<file path="config.mk">
export PLATFORM = sky130hd
export DESIGN_NAME = multicycle_control
export DESIGN_NICKNAME = d
export VERILOG_FILES = /design/src/rtl/mctrl_pkg.sv /design/src/rtl/mctrl_decode.sv /design/src/rtl/multicycle_control.sv
export SDC_FILE = /design/constraint.sdc
export NUM_CORES = 1
export LEC_CHECK = 0
export ABC_AREA = 1
export CAP_MARGIN = 5
export CORE_MARGIN = 2
export CORE_UTILIZATION = 50
export CTS_BUF_LIST = sky130_fd_sc_hd__clkbuf_8 sky130_fd_sc_hd__clkbuf_16
export CTS_CLUSTER_SIZE = 25
export DETAILED_ROUTE_END_ITERATION = 10
export GPL_ROUTABILITY_DRIVEN = 0
export HOLD_SLACK_MARGIN = 0.02
export PLACE_DENSITY_LB_ADDON = 0.25
export SLEW_MARGIN = 0
export SYNTH_ARGS = -nofsm -noshare
export SYNTH_HDL_FRONTEND = slang
export SYNTH_HIERARCHICAL = 1
export SYNTH_SLANG_ARGS = --single-unit
</file>
<file path="constraint.sdc">
create_clock -name Clk -period 3.7 [get_ports Clk]
set_input_delay 0.37 -clock Clk [delete_from_list [all_inputs] [get_ports Clk]]
set_output_delay 0.37 -clock Clk [all_outputs]
set_load 0.01 [all_outputs]
</file>
<file path="src/rtl/mctrl_pkg.sv">
// Shared types and constants for the multi-cycle control unit.
// States, opcodes, IR field positions and the reset PC default.
package mctrl_pkg;

    typedef enum logic [2:0] {
        S_FETCH   = 3'd0,
        S_DECODE  = 3'd1,
        S_EXECUTE = 3'd2,
        S_MEM     = 3'd3,
        S_WB      = 3'd4,
        S_ERROR   = 3'd5
    } state_t;

    // What EXECUTE does next for the decoded instruction
    typedef enum logic [1:0] {
        CLS_WB,
        CLS_MEM,
        CLS_BRANCH,
        CLS_JUMP
    } class_t;

    localparam logic [2:0] OP_ADD   = 3'b000;
    localparam logic [2:0] OP_ADDI  = 3'b001;
    localparam logic [2:0] OP_SHIFT = 3'b010;
    localparam logic [2:0] OP_ROT   = 3'b011;
    localparam logic [2:0] OP_BEQZ  = 3'b100;
    localparam logic [2:0] OP_SW    = 3'b101;
    localparam logic [2:0] OP_LW    = 3'b110;
    localparam logic [2:0] OP_JUMP  = 3'b111;

    localparam int OP_MSB    = 15;
    localparam int OP_LSB    = 13;
    localparam int RD_MSB    = 12;
    localparam int RD_LSB    = 10;
    localparam int RS_MSB    = 9;
    localparam int RS_LSB    = 7;
    localparam int RT_MSB    = 6;
    localparam int RT_LSB    = 4;
    localparam int SHIFT_BIT = 6;
    localparam int IMM7_MSB  = 6;
    localparam int IMM4_MSB  = 3;

    localparam logic [15:0] RESET_PC_DEFAULT = 16'h0000;

    function automatic logic [15:0] sext7(input logic [6:0] v);
        return {{9{v[6]}}, v};
    endfunction

endpackage

</file>
<file path="src/rtl/mctrl_decode.sv">
// Combinational instruction decode: register addresses, immediate,
// operand select, writeback source and the post-EXECUTE action class.
module mctrl_decode
    import mctrl_pkg::*;
(
    input  logic [15:0] ir,
    input  logic        execute,
    output logic [2:0]  rs_addr,
    output logic [2:0]  rt_addr,
    output logic [15:0] imm,
    output logic        alu_src_imm,
    output logic        wb_sel_mem,
    output class_t      cls
);

    logic [2:0] op;

    assign op          = ir[OP_MSB:OP_LSB];
    assign rs_addr     = ir[RS_MSB:RS_LSB];
    assign rt_addr     = (op == OP_SW) ? ir[RD_MSB:RD_LSB]
                                       : ir[RT_MSB:RT_LSB];
    assign alu_src_imm = (op != OP_ADD);
    assign wb_sel_mem  = (op == OP_LW);

    always_comb begin
        imm = sext7(ir[IMM7_MSB:0]);
        cls = CLS_WB;
        unique case (op)
            OP_ADD:           imm = '0;
            OP_SHIFT, OP_ROT: imm = {12'h000, ir[IMM4_MSB:0]};
            // beqz compares rs against zero while the branch executes
            OP_BEQZ: begin
                cls = CLS_BRANCH;
                if (execute) imm = '0;
            end
            OP_SW, OP_LW:     cls = CLS_MEM;
            OP_JUMP:          cls = CLS_JUMP;
            default:          ;
        endcase
    end

endmodule

</file>
<file path="src/rtl/multicycle_control.sv">
// Multi-cycle control FSM owning PC and IR for the 16-bit datapath.
// Optional memory-ack timeout enabled by defining MCTRL_TIMEOUT_EN.
module multicycle_control
    import mctrl_pkg::*;
#(
    parameter logic [15:0] RESET_PC = RESET_PC_DEFAULT,
    parameter int          TIMEOUT  = 255
) (
    input  logic        Clk,
    input  logic        Reset_n,
    input  logic        Enable,
    output logic        Imem_Req,
    output logic [15:0] Imem_Addr,
    input  logic        Imem_Ack,
    input  logic [15:0] Imem_Rdata,
    output logic [2:0]  Rs_Addr,
    output logic [2:0]  Rt_Addr,
    output logic [15:0] Imm_Out,
    output logic [2:0]  Alu_Opcode,
    output logic        Shift,
    output logic        Alu_Src_Imm,
    input  logic        Alu_Zero,
    input  logic [15:0] Alu_Result,
    output logic        Dmem_Req,
    output logic        Dmem_We,
    input  logic        Dmem_Ack,
    output logic        Reg_We,
    output logic [2:0]  Reg_Waddr,
    output logic        Wb_Sel_Mem,
    output logic [2:0]  State_Out,
    output logic        Bus_Error
);

    state_t      state;
    logic [15:0] pc;
    logic [15:0] ir;
    logic        bus_err;
    logic [2:0]  op;
    class_t      cls;
    logic [15:0] pc_inc;
    logic [15:0] br_target;
    logic        wait_expired;

    assign op        = ir[OP_MSB:OP_LSB];
    assign pc_inc    = pc + 16'd1;
    assign br_target = pc_inc + sext7(ir[IMM7_MSB:0]);

    mctrl_decode u_decode (
        .ir          (ir),
        .execute     (state == S_EXECUTE),
        .rs_addr     (Rs_Addr),
        .rt_addr     (Rt_Addr),
        .imm         (Imm_Out),
        .alu_src_imm (Alu_Src_Imm),
        .wb_sel_mem  (Wb_Sel_Mem),
        .cls         (cls)
    );

    // Gated by reset so no fetch request is visible while held in reset
    assign Imem_Req   = Reset_n && Enable && (state == S_FETCH);
    assign Imem_Addr  = pc;
    assign Dmem_Req   = (state == S_MEM);
    assign Dmem_We    = (state == S_MEM) && (op == OP_SW);
    assign Reg_We     = (state == S_WB);
    assign Reg_Waddr  = ir[RD_MSB:RD_LSB];
    assign Alu_Opcode = op;
    assign Shift      = ir[SHIFT_BIT];
    assign State_Out  = state;
    assign Bus_Error  = bus_err;

`ifdef MCTRL_TIMEOUT_EN
    localparam int CNT_W = (TIMEOUT > 1) ? $clog2(TIMEOUT) : 1;

    logic [CNT_W-1:0] wait_cnt;
    logic             mem_wait;

    assign mem_wait = Imem_Req ? !Imem_Ack
                               : ((state == S_MEM) && !Dmem_Ack);
    assign wait_expired = mem_wait &&
                          (wait_cnt == CNT_W'(TIMEOUT - 1));

    always_ff @(posedge Clk or negedge Reset_n) begin
        if (!Reset_n) wait_cnt <= '0;
        else if (mem_wait) wait_cnt <= wait_cnt + 1'b1;
        else wait_cnt <= '0;
    end
`else
    assign wait_expired = 1'b0;
`endif

    always_ff @(posedge Clk or negedge Reset_n) begin
        if (!Reset_n) begin
            state   <= S_FETCH;
            pc      <= RESET_PC;
            ir      <= '0;
            bus_err <= 1'b0;
        end else begin
            unique case (state)
                S_FETCH: begin
                    if (Imem_Req && Imem_Ack) begin
                        ir    <= Imem_Rdata;
                        state <= S_DECODE;
                    end else if (wait_expired) begin
                        state   <= S_ERROR;
                        bus_err <= 1'b1;
                    end
                end
                S_DECODE: state <= S_EXECUTE;
                S_EXECUTE: begin
                    unique case (cls)
                        CLS_WB:  state <= S_WB;
                        CLS_MEM: state <= S_MEM;
                        CLS_BRANCH: begin
                            pc    <= Alu_Zero ? br_target : pc_inc;
                            state <= S_FETCH;
                        end
                        CLS_JUMP: begin
                            pc    <= Alu_Result;
                            state <= S_FETCH;
                        end
                    endcase
                end
                S_MEM: begin
                    if (Dmem_Ack) begin
                        if (op == OP_SW) begin
                            pc    <= pc_inc;
                            state <= S_FETCH;
                        end else begin
                            state <= S_WB;
                        end
                    end else if (wait_expired) begin
                        state   <= S_ERROR;
                        bus_err <= 1'b1;
                    end
                end
                S_WB: begin
                    pc    <= pc_inc;
                    state <= S_FETCH;
                end
                default: ;
            endcase
        end
    end

endmodule

</file>
=== Yosys cells after proc, flatten, opt, wreduce, memory -nomap -nowiden ===
Index checks and enable logic that the tools add are counted.
Widths: inputs -> output; s select.

* Register bits: 35
* Logic and storage cells: 52
* Input port bits: 38
* Output and inout port bits: 55

* Reductions and logical operators: 16
* Equal/unequal tests: 17
* Multiplexer cells: 14
* $add $sub $neg: 2

{| class="wikitable"
|+ Operators with widths
! operator !! number
|-
| $pmux 16 s3 || 2
|-
| $mux 16 || 4
|-
| $pmux 16 s2 || 1
|-
| $add 16x1->16 const B || 1
|-
| $add 16x16->16 || 1
|-
| $eq 3x3->1 const B || 5
|-
| $pmux 3 s5 || 1
|-
| $eq 3x2->1 const B || 4
|-
| $mux 3 || 4
|-
| $pmux 3 s3 || 1
|-
| $logic_not 3->1 || 2
|-
| $ne 2x1->1 const B || 3
|-
| $pmux 2 s3 || 1
|-
| $reduce_bool 3->1 || 2
|-
| $reduce_or 2->1 || 3
|-
| $reduce_bool 5->1 || 1
|-
| $eq 2x2->1 const B || 2
|-
| $logic_and 1x1->1 || 4
|-
| $reduce_and 4->1 || 1
|-
| $eq 3x1->1 const B || 1
|-
| $ne 3x3->1 const B || 1
|-
| $reduce_and 3->1 || 1
|-
| $eq 2x1->1 const B || 1
|-
| $logic_not 2->1 || 1
|-
| $reduce_and 2->1 || 1
|}

=== Logic depth before layout (Yosys ltp) ===
* Word-level depth: 7
* Depth in mapped cells: 23
* Mapped depth without buffers: 23

=== By module ===
Netlist, hierarchy kept.

{| class="wikitable"
|+ By module, submodules not included
! module !! times used !! sequential area each (µm²) !! cells an instance !! area each (µm²)
|-
| multicycle_control || 1 || 875.8 || 442 || 3139.3
|-
| mctrl_decode || 1 || 0.0 || 58 || 301.5
|}

=== Worst setup path before layout ===
OpenSTA, ideal clock, no wires.

* Kind: register -> register
* Start point: reg pc[0] (netlist: Imem_Addr[0])
* End point: reg pc[15] (netlist: Imem_Addr[15])
* Buffers on the path: 0
* Setup slack: 1100 ps
* Period minus slack after synthesis: 2600 ps
* Data arrival time: 2483 ps
* Data required time: 3584 ps
* Stages on the path, launching flop included: 21
* Library setup time: 116 ps
* Cells stage by stage: dfrtp_1 -> ha_1 -> nand2_1 -> nor2_2 -> nand3_2 -> nor4_1 -> xnor2_1 -> inv_1 -> ha_1 -> nand2_1 -> inv_1 -> nand2_1 -> nand2_1 -> a21oi_1 -> nand2_1 -> nand2_1 -> nand4_1 -> nand3_1 -> nand2_1 -> nand2_1 -> nand2_1

* Word-level cells in the longest chain between the ends: 5

{| class="wikitable"
|+ Ends and longest elaborated chain
! what !! line !! text
|-
| from (decl) || multicycle_control.sv:35 || <nowiki>logic [15:0] pc;</nowiki>
|-
| from (signal assigned) || multicycle_control.sv:114 || <nowiki>pc <= Alu_Zero ? br_target : pc_inc;</nowiki>
|-
| from (signal assigned) || multicycle_control.sv:118 || <nowiki>pc <= Alu_Result;</nowiki>
|-
| from (signal assigned) || multicycle_control.sv:126 || <nowiki>pc <= pc_inc;</nowiki>
|-
| $add 16x1->16 (*) || multicycle_control.sv:45 || <nowiki>assign pc_inc = pc + 16'd1;</nowiki>
|-
| $add 16x16->16 || multicycle_control.sv:46 || <nowiki>assign br_target = pc_inc + sext7(ir[IMM7_MSB:0]);</nowiki>
|-
| $mux 16 || multicycle_control.sv:114 ||
|-
| $pmux 16 s2 || multicycle_control.sv:110 || <nowiki>unique case (cls)</nowiki>
|-
| $pmux 16 s3 (*) || multicycle_control.sv:98 || <nowiki>unique case (state)</nowiki>
|}

Mark *: on every way between the ends. The rest lies on a longest branch, timed or not. The select of a mux whose other input is x is not followed.
A chain may end at the register's enable or synchronous reset.

=== Final worst setup path ===
Same ends and word-level chain as after synthesis.

==> impl_metrics.toml <==
[synthesis]
synth_mux_area_share_pct = 5.200
synth_most_common_cell = "nand2_1"
synthTopCellsByArea = "dfrtp_1 (25%), nand2_1 (15%), ha_1 (7.3%), inv_1 (6.2%), nand3_1 (5.2%)"
synth_fp_nets = 559
synthAdderAreaFrac_pct = 7.855
ys_seq_area_share_pct = 25.45
ys_ff_latch = 35
synth_top_family_by_area = "simple AND/OR/NAND/NOR gates"
yosys.area.top_type_share_pct = 25.45
synth.distinct_cells = 47
avgSynthCellArea_um2 = 6.882
synth_xor_area_share_pct = 2.800
syn_area_um2 = 3441
synth_edf_count = 0
async_reset_ff_share_pct = 100.0
synth_compound_area_share_pct = 13.82
synthSimpleGateAreaFrac_pct = 32.00
yosys_warnings = 6
yosys-top-cells-count = "nand2_1 (136), inv_1 (57), nor2_1 (38), nand3_1 (36), dfrtp_1 (35)"
synth-main-ff-cell = "dfrtp_1"
yosys.area.top_type = "dfrtp_1"
syn_inst = 500

[routing]
routed_via_density = 5.516
drt_iter0_markers = 263
drc = 0
wirelength_mm = 9.230
drt-pass1-iter-count = 8
wl_per_cell_um = 14.13
ant_nets = 0
vias = 3602

[critical_path]
arrival_ns = 3.15
start_kind = "register"
cp_top_family = "simple AND/OR/NAND/NOR gates"
rr_startpoint = "Imem_Addr[0]$_DFFE_PN0P_"
crit_path_end_kind = "register"
cp_common_cell = "nand2_1"
worstSetupPathType = "register to register"
path_cells = "ha_1 > nand2_1 > nor2_2 > nand3_2 > nor2_2 > nand2_1 > o21bai_1 > nand2_1 > inv_1 > ha_1 > a21oi_1 > nand2_1 > a21oi_1 > nand3_1 > nand3_1 > nand2_1 > nand3_1 > nand2_1 > nand2_1 > nand2_1"
cp_slowest_stage_delay_ns = 0.42
rrSetupSlack_ns = 0.75
path_max_fanout = 5
cp.required_ns = 3.90
r2r_end = "Imem_Addr[15]$_DFFE_PN0P_"
worst-path-buf-inv = 1
slowest_stage = "dfrtp_1"
worstRegToRegCells = 20

[power]
p_per_area_nw_per_um2 = 1068
p_leak_uw = 0.002098
ir_drop_mv = 0.5221

[die]
die-height_um = 86.96
dieWidth_um = 86.96
row_count = 30
dieArea_um2 = 7561
coreArea_um2 = 6719
ioPinCount = 93
floorplan.initialDensity_pct = 51.21

[global_routing]
grt_pass1_wl_mm = 15.06
overflow = 0
antenna_found_initial = 0
grt_max_degree = 37
grt_pass1_vias = 3321
grtUsageTotal_pct = 24.98

[timing]
skew_ns = 0.01330
tightest_slew_ns = 0.6337
finalMaxSlewViolations = 0
fin_crit_ns = 2.952
slew_headroom_pct = 57.76
rsz0062_at_grt = "no"
min_period_over_period_pct = 79.77
hold_viol = 0
timing.fmax_ghz = 0.3388
fin_ws_ns = 0.7485
totalNegativeSetupSlack_ns = 0
whs_ns = 0.1016
setup_violations = 0

[cells_and_area]
drive_above_1_share_pct = 9.250
area_delta_synth_final_pct = 26.22
nets = 631
antennaDiodeCount = 0
fillers = 619

[cts]
cts_max_level = 2
clock_sinks = 35
cts_setup_buffers = 0
clock_latency_ns = 0.30
cts_root_buffer = "clkbuf_8"
postCtsHoldBufs = 0
cts_resized = 0
clkSlewWorstSetupHoldPaths_ns = 0.08
clk_path_buf_depth = 2
tritoncts = "built"
cts_made_buffers = 5

[placement]
dp_slack_ns = 0.8115
io_buffers = 91
hpwl_mm = 7.185

[min_path]
hp-class = "primary input to asynchronous set/reset pin"

[job]
cap_violations = 0

[run_status]
status = "completed"
==> sequential cells by signal, indices dropped and copies added (netlist names) <==
register and count:
Imem_Addr 16, ir 16, State_Out 3
==> layout make-up <==
| class | instances | area, um2 | area share [%] |
|---|---|---|---|
| Clock inverter | 3 | 16.27 | 0.3745 |
| Inverter | 64 | 242.7 | 5.589 |
| Tap cell | 80 | 100.1 | 2.305 |
| Clock buffer | 5 | 68.82 | 1.585 |
| Multi-Input combinational cell | 374 | 2126 | 48.95 |
| Sequential cell | 35 | 875.8 | 20.17 |
| Timing Repair Buffer | 92 | 913.4 | 21.03 |
==> metal layers <==
| metal | part of all wire, % | wire length (um) | track usage (%) |
|---|---|---|---|
| met1 | 44 | 4038 | 32.17 |
| met2 | 48 | 4411 | 42.82 |
| met3 | 6.5 | 598 | 3.791 |
| met4 | 2.0 | 181 | 7.955 |
| met5 | 0 | 0 | 0 |
==> metrics by stage <==
stage                     total power, uW  cells  util, %  instance area, um2
final                                4639    653    64.64                4343
after global routing                 5106    653    64.64                4343
after CTS                            4618    653    64.64                4343
after detailed placement             4315    645    63.37                4258
after global placement               4212    645    63.37                4258
after floorplan                      3309    500        -                3441
==> logic make-up after synthesis <==
kind of cell	after synthesis
AND/OR/NAND/NOR	244
other	1
buffers and inverters	91
adder cells (fa/ha/maj)	21
flip-flops	35
AO/OA/AOI/OAI	81
XOR/XNOR	11
multiplexers	16
==> worst max-delay path by stage <==
stage / startpoint / to / slack (ns) / cells after the start
after detailed placement: Imem_Addr[0]$_DFFE_PN0P_ / Imem_Addr[15]$_DFFE_PN0P_ / 0.81 / 20
after global placement: Imem_Addr[0]$_DFFE_PN0P_ / Imem_Addr[13]$_DFFE_PN0P_ / 0.93 / 20
after CTS: Imem_Addr[0]$_DFFE_PN0P_ / Imem_Addr[15]$_DFFE_PN0P_ / 0.80 / 20
final: Imem_Addr[0]$_DFFE_PN0P_ / Imem_Addr[15]$_DFFE_PN0P_ / 0.75 / 20
after floorplan: Imem_Addr[0]$_DFFE_PN0P_ / Imem_Addr[15]$_DFFE_PN0P_ / 1.10 / 20
after global routing: Imem_Addr[0]$_DFFE_PN0P_ / Imem_Addr[13]$_DFFE_PN0P_ / 0.45 / 21
==> where the power goes <==
group          switching [uW]  leakage, uW  internal (uW)
logic                    1970      0.00163           1520
registers                 288     0.000426            574
clock network             154    0.0000453            129
total                    2410      0.00210           2220
==> layout by cell type, fill, tap and decap left out, types with 6 or more instances in the layout <==
master,Yosys,routed
a21oi_1,30,30
clkdlybuf4s50_1,0,90
dfrtp_1,35,35
ha_1,20,20
inv_1,57,58
mux2_2,15,15
nand2_1,136,136
nand3_1,36,36
nand4_1,6,6
nor2_1,38,38
nor2_2,6,6
o21ai_0,12,12
o21ai_1,10,10
xor2_1,7,7
(Power assumes the default switching activity.)
